**config.mk**
```make
export PLATFORM = sky130hd
export DESIGN_NAME = switch_debouncer_flat
export DESIGN_NICKNAME = d
export VERILOG_FILES = /design/src/rtl/switch_debouncer_if.sv /design/src/rtl/switch_debouncer.sv /design/src/flat_wrapper.sv
export SDC_FILE = /design/constraint.sdc
export NUM_CORES = 1
export LEC_CHECK = 0
export ABC_AREA = 1
export BUFFER_PORTS_ARGS = -buffer_cell sky130_fd_sc_hd__buf_2
export CAP_MARGIN = 30
export CORE_MARGIN = 5
export CORE_UTILIZATION = 50
export DETAILED_ROUTE_END_ITERATION = 6
export PLACE_DENSITY = 0.8
export SKIP_CTS_REPAIR_TIMING = 1
export SYNTH_ARGS = -nofsm -noshare
export SYNTH_HDL_FRONTEND = slang
export SYNTH_SLANG_ARGS = --single-unit
```
**constraint.sdc**
```tcl
create_clock -name clk -period 1.57 [get_ports clk]
set_input_delay 0.157 -clock clk [delete_from_list [all_inputs] [get_ports clk]]
set_output_delay 0.157 -clock clk [all_outputs]
set_load 0.02 [all_outputs]
```
**src/rtl/switch_debouncer_if.sv**
```systemverilog
`default_nettype none
// ============================================================================
//  Module      : switch_debouncer_if
//  Description : Bundle of raw switch inputs and the conditioned outputs
//                (level, rise/fall strobes, toggle) of switch_debouncer.
//  Revision    : 1.0 - initial release
// ============================================================================
interface switch_debouncer_if #(
  parameter int NB_CH = 4
);
  logic [NB_CH-1:0] sw_in;
  logic [NB_CH-1:0] sw_level;
  logic [NB_CH-1:0] sw_rise;
  logic [NB_CH-1:0] sw_fall;
  logic [NB_CH-1:0] sw_toggle;

  // Pin side: drives the raw levels and observes the conditioned outputs
  modport master (
    output sw_in,
    input  sw_level,
    input  sw_rise,
    input  sw_fall,
    input  sw_toggle
  );

  // Debouncer side
  modport slave (
    input  sw_in,
    output sw_level,
    output sw_rise,
    output sw_fall,
    output sw_toggle
  );
endinterface
`default_nettype wire

```
**src/rtl/switch_debouncer.sv**
```systemverilog
`default_nettype none
// ============================================================================
//  Module      : switch_debouncer
//  Description : Per-channel 2-flop synchroniser followed by a hold-time
//                filter. A channel's level only changes after the
//                synchronised input has differed from it for DEBOUNCE_CYCLES
//                consecutive cycles. One-cycle rise/fall strobes accompany
//                each accepted change.
//                Optional feature macro: DEBOUNCE_TOGGLE_EN - adds a per
//                channel toggle flop that inverts after every rise strobe.
//                Without it sw_toggle is tied to 0.
//  Revision    : 1.0 - initial release
// ============================================================================
module switch_debouncer #(
  parameter int NB_CH           = 4,
  parameter int DEBOUNCE_CYCLES = 500_000
) (
  input  wire logic          clk,
  input  wire logic          rst,
  switch_debouncer_if.slave  sw_bus
);

  // Counter must hold DEBOUNCE_CYCLES-1; sized one value larger for margin
  localparam int                 C_CNT_W    = $clog2(DEBOUNCE_CYCLES + 1);
  localparam logic [C_CNT_W-1:0] C_CNT_LAST = C_CNT_W'(DEBOUNCE_CYCLES - 1);
  localparam logic [C_CNT_W-1:0] C_CNT_ONE  = C_CNT_W'(1);

  logic [NB_CH-1:0]              sync1_q;
  logic [NB_CH-1:0]              sync2_q;
  logic [NB_CH-1:0]              level_q, level_d;
  logic [NB_CH-1:0]              rise_q,  rise_d;
  logic [NB_CH-1:0]              fall_q,  fall_d;
  logic [NB_CH-1:0][C_CNT_W-1:0] cnt_q,   cnt_d;

  // Per channel: count while the synchronised input disagrees with the
  // accepted level; accept the new level when the count completes
  always_comb begin
    level_d = level_q;
    rise_d  = '0;
    fall_d  = '0;
    cnt_d   = '0;
    for (int i = 0; i < NB_CH; i++) begin
      if (sync2_q[i] != level_q[i]) begin
        if (cnt_q[i] == C_CNT_LAST) begin
          // Change held long enough: accept it and strobe in the same cycle
          level_d[i] = sync2_q[i];
          rise_d[i]  = sync2_q[i];
          fall_d[i]  = ~sync2_q[i];
        end else begin
          cnt_d[i] = cnt_q[i] + C_CNT_ONE;
        end
      end
      // Matching input leaves cnt_d at 0, dropping any partial count
    end
  end

  // Synchroniser, filter counters and registered outputs
  always_ff @(posedge clk) begin
    if (rst) begin
      sync1_q <= '0;
      sync2_q <= '0;
      level_q <= '0;
      rise_q  <= '0;
      fall_q  <= '0;
      cnt_q   <= '0;
    end else begin
      sync1_q <= sw_bus.sw_in;
      sync2_q <= sync1_q;
      level_q <= level_d;
      rise_q  <= rise_d;
      fall_q  <= fall_d;
      cnt_q   <= cnt_d;
    end
  end

  assign sw_bus.sw_level = level_q;
  assign sw_bus.sw_rise  = rise_q;
  assign sw_bus.sw_fall  = fall_q;

`ifdef DEBOUNCE_TOGGLE_EN
  logic [NB_CH-1:0] toggle_q, toggle_d;

  // Flip the latched state in the cycle following each rise strobe
  always_comb begin
    toggle_d = toggle_q ^ rise_q;
  end

  // Toggle state register
  always_ff @(posedge clk) begin
    if (rst) begin
      toggle_q <= '0;
    end else begin
      toggle_q <= toggle_d;
    end
  end

  assign sw_bus.sw_toggle = toggle_q;
`else
  assign sw_bus.sw_toggle = '0;
`endif

endmodule
`default_nettype wire

```
**src/flat_wrapper.sv**
```systemverilog
// flat-port wrapper written by rule: the top's interface ports become plain ports
module switch_debouncer_flat 
#(
  parameter int NB_CH           = 4,
  parameter int DEBOUNCE_CYCLES = 500_000
)
  (clk, rst, sw_bus_sw_in, sw_bus_sw_level, sw_bus_sw_rise, sw_bus_sw_fall, sw_bus_sw_toggle);
  switch_debouncer_if #(.NB_CH(NB_CH)) sw_bus_i ();
  input  wire logic clk;
  input  wire logic rst;
  input wire logic [$bits(sw_bus_i.sw_in)-1:0] sw_bus_sw_in;
  output wire logic [$bits(sw_bus_i.sw_level)-1:0] sw_bus_sw_level;
  output wire logic [$bits(sw_bus_i.sw_rise)-1:0] sw_bus_sw_rise;
  output wire logic [$bits(sw_bus_i.sw_fall)-1:0] sw_bus_sw_fall;
  output wire logic [$bits(sw_bus_i.sw_toggle)-1:0] sw_bus_sw_toggle;
  assign sw_bus_i.sw_in = sw_bus_sw_in;
  assign sw_bus_sw_level = sw_bus_i.sw_level;
  assign sw_bus_sw_rise = sw_bus_i.sw_rise;
  assign sw_bus_sw_fall = sw_bus_i.sw_fall;
  assign sw_bus_sw_toggle = sw_bus_i.sw_toggle;
  switch_debouncer #(.NB_CH(NB_CH), .DEBOUNCE_CYCLES(DEBOUNCE_CYCLES)) u_core (.clk(clk), .rst(rst), .sw_bus(sw_bus_i));
endmodule
```
==> run metrics <==
Setup crit end kind flip-flop; Worst R2R Start u_core.cnt_q[38]; Max-Cap Viols 0; Yosys reg bits 96; first-pass GRT wire length 16430 microns; clk sinks 96; Net Sw Frac 22.36%; Placement Rows 35; most common cell after layout, fill and taps aside nand2_1; Clock power frac 36.3%; hpwl dp 7048 microns; Tcrit/Tclk final 93.19%; antenna viol nets, final 0; number of synthesized flops with an enable pin 0; GRT Total Usage 17.18%; initial antenna violation count 0; Clk Tree Root Cell clkbuf_8; crit path launch u_core.cnt_q[38]; vias in the first global route 3924; Final setup viols 0; static leakage 1.827 nW; final count of hold timing violations 0; VDD IR max 0.4239 mV; Mean Syn Cell Area 7.029 sq um; H-tree depth 3; area grow syn2layout 9.823%; r2r setup slk 0.11 ns; Synthesis Warnings 0; IO Count 22; Longest Clk Path Bufs 2; CP Capture Point u_core.cnt_q[55]; Post-layout nets 707; clk_lat worst skew 0.36 ns; largest net degree at the start of global routing 18; post-layout util 55.82%; die width 106.7 microns; WL/cell 11.17 microns; unrepaired setup endpoints after global routing false; vias 3958; Comb power frac 2.1%; outcome finished, final reports clean; initial core utilization 50.83%; CP required 1.82 ns; CTS tree done; arrival time at the worst endpoint 1.71 ns; CP Launch Type flip-flop; Synth cell types 32; ratio of cells with drive above 1 in the final layout 11.40%; clock skew 0.008722 ns; CP Max Fanout 17; I/O Buffers 17; FF-to-FF path depth 7; mapped cell area 4674 sq um; chip height 106.7 microns; gr ovfl total 0; R2R Path End u_core.cnt_q[55]; die area 11380 sq um; clock slew at reported path FFs 0.09 ns; RD Place Congestion 0.9020; antenna diode count 0; DRC 0; Mapped Cells 665; drt pass-1 iters 4; Switch Pwr 890.2 uW; Routed Wire Length 9081 microns; setup_tns 0 ns; CP Class flip-flop to flip-flop; Flop pwr share 61.7%; max-slew violations 0; sequential fraction of the synthesis area 41.11%; Via density 4.868; final critical-path required period 1.463 ns; top_reg_cell synth dfxtp_1; Post-synth ARST share 0%; initial drt markers 152; min-delay worst type primary input to flip-flop; Int Power 3.090 mW; cts bufs inserted 9; Core Region 9196 sq um; Max Fclk 0.6835 GHz; most frequent cells in the layout nand2_1, nor2_1, dfxtp_1; PwrDens 775.4 nW/um^2; worst hold path startpoint sw_bus_sw_in[0]
-- routing by layer --
layer / vias up / GRT usage [%] / routed length (microns)
met3: 12 / 4.395 / 276
met4: 0 / 5.114 / 125
met1: 1796 / 20.17 / 4200
met5: - / 0 / 0
li1: 2099 / - / -
met2: 51 / 30.71 / 4478
-- Yosys cell counts (6+ instances only) --
cell type | number | area share (%)
a21oi_1 | 26 | 2.8
nand3_2 | 6 | 1.3
nand2_1 | 169 | 14
nand3b_1 | 8 | 1.3
nand3_1 | 28 | 3.0
nor2_2 | 11 | 1.5
dfxtp_1 | 96 | 41
nor2_1 | 140 | 11
inv_1 | 82 | 6.6
xnor2_1 | 13 | 2.4
nand4_1 | 11 | 1.5
xor2_1 | 24 | 4.5
o21ai_0 | 9 | 0.96
-- cells by family after synthesis --
group,Yosys count,synth area share [%]
AND/OR/NAND/NOR,393,36.88
flip-flops,96,41.11
other,1,0.08022
XOR/XNOR,37,6.933
AO/OA/AOI/OAI,41,5.300
buffers and inverters,93,8.619
adder cells (fa/ha/maj),4,1.071
-- metrics by stage --
step / power [mW] / cells / area (sq um) / hold WS [ns] / worst slack (ns)
floorplan: 2.571 / 668 / 4686 / 0.2640 / 0.1107
global placement: 2.590 / 796 / 4940 / 0.3580 / 0.1658
detailed placement: 2.592 / 796 / 4940 / 0.3662 / 0.1055
CTS: 4.015 / 812 / 5114 / -0.01717 / 0.09657
global route: 4.141 / 813 / 5134 / 0.01168 / 0.001036
finish: 3.981 / 813 / 5134 / 0.006411 / 0.1069
-- worst max-delay path, stage by stage (launching register included) --
cell and delay (ns):
dfxtp_1 0.39, ha_1 0.22, nand3_2 0.13, inv_2 0.10, nand3_2 0.13, o21ai_4 0.17, buf_12 0.16, a21oi_1 0.05
-- how the worst min path moves through the flow --
stage | end | slack (ns) | depth (start not counted)
floorplan | u_core.sync1_q[0] | 0.26 | 2
global placement | u_core.sync1_q[0] | 0.36 | 3
detailed placement | u_core.sync1_q[3] | 0.37 | 3
CTS | u_core.sync1_q[3] | -0.02 | 3
global route | u_core.sync1_q[0] | 0.01 | 3
finish | u_core.sync1_q[0] | 0.006 | 3
-- sequential cells by signal, indices dropped and copies added (netlist names) --
register and count:
u_core.sync1_q 4, u_core.sw_bus.sw_rise 4, u_core.cnt_q 76, u_core.sw_bus.sw_level 4
u_core.sync2_q 4, u_core.sw_bus.sw_fall 4
-- power groups by stage --
stage	Clock (mW)	Combinational, mW	Sequential [mW]
6_report	1.44	0.0824	2.45
5_1_grt	1.59	0.0915	2.46
4_1_cts	1.48	0.0807	2.45
3_5_place_dp	0	0.0804	2.51
3_3_place_gp	0	0.0786	2.51
2_1_floorplan	0	0.0609	2.51
-- area by class of cell --
| type | count | area (sq um) |
|---|---|---|
| clock buffer | 11 | 141.4 |
| timing repair buffer | 27 | 212.7 |
| sequential | 96 | 1922 |
| tap | 111 | 138.9 |
| inverter | 84 | 315.3 |
| fill | 851 | 4063 |
| multi-input combinational | 479 | 2371 |
| clock inverter | 5 | 32.53 |
Power figures use the tool's default switching activity.
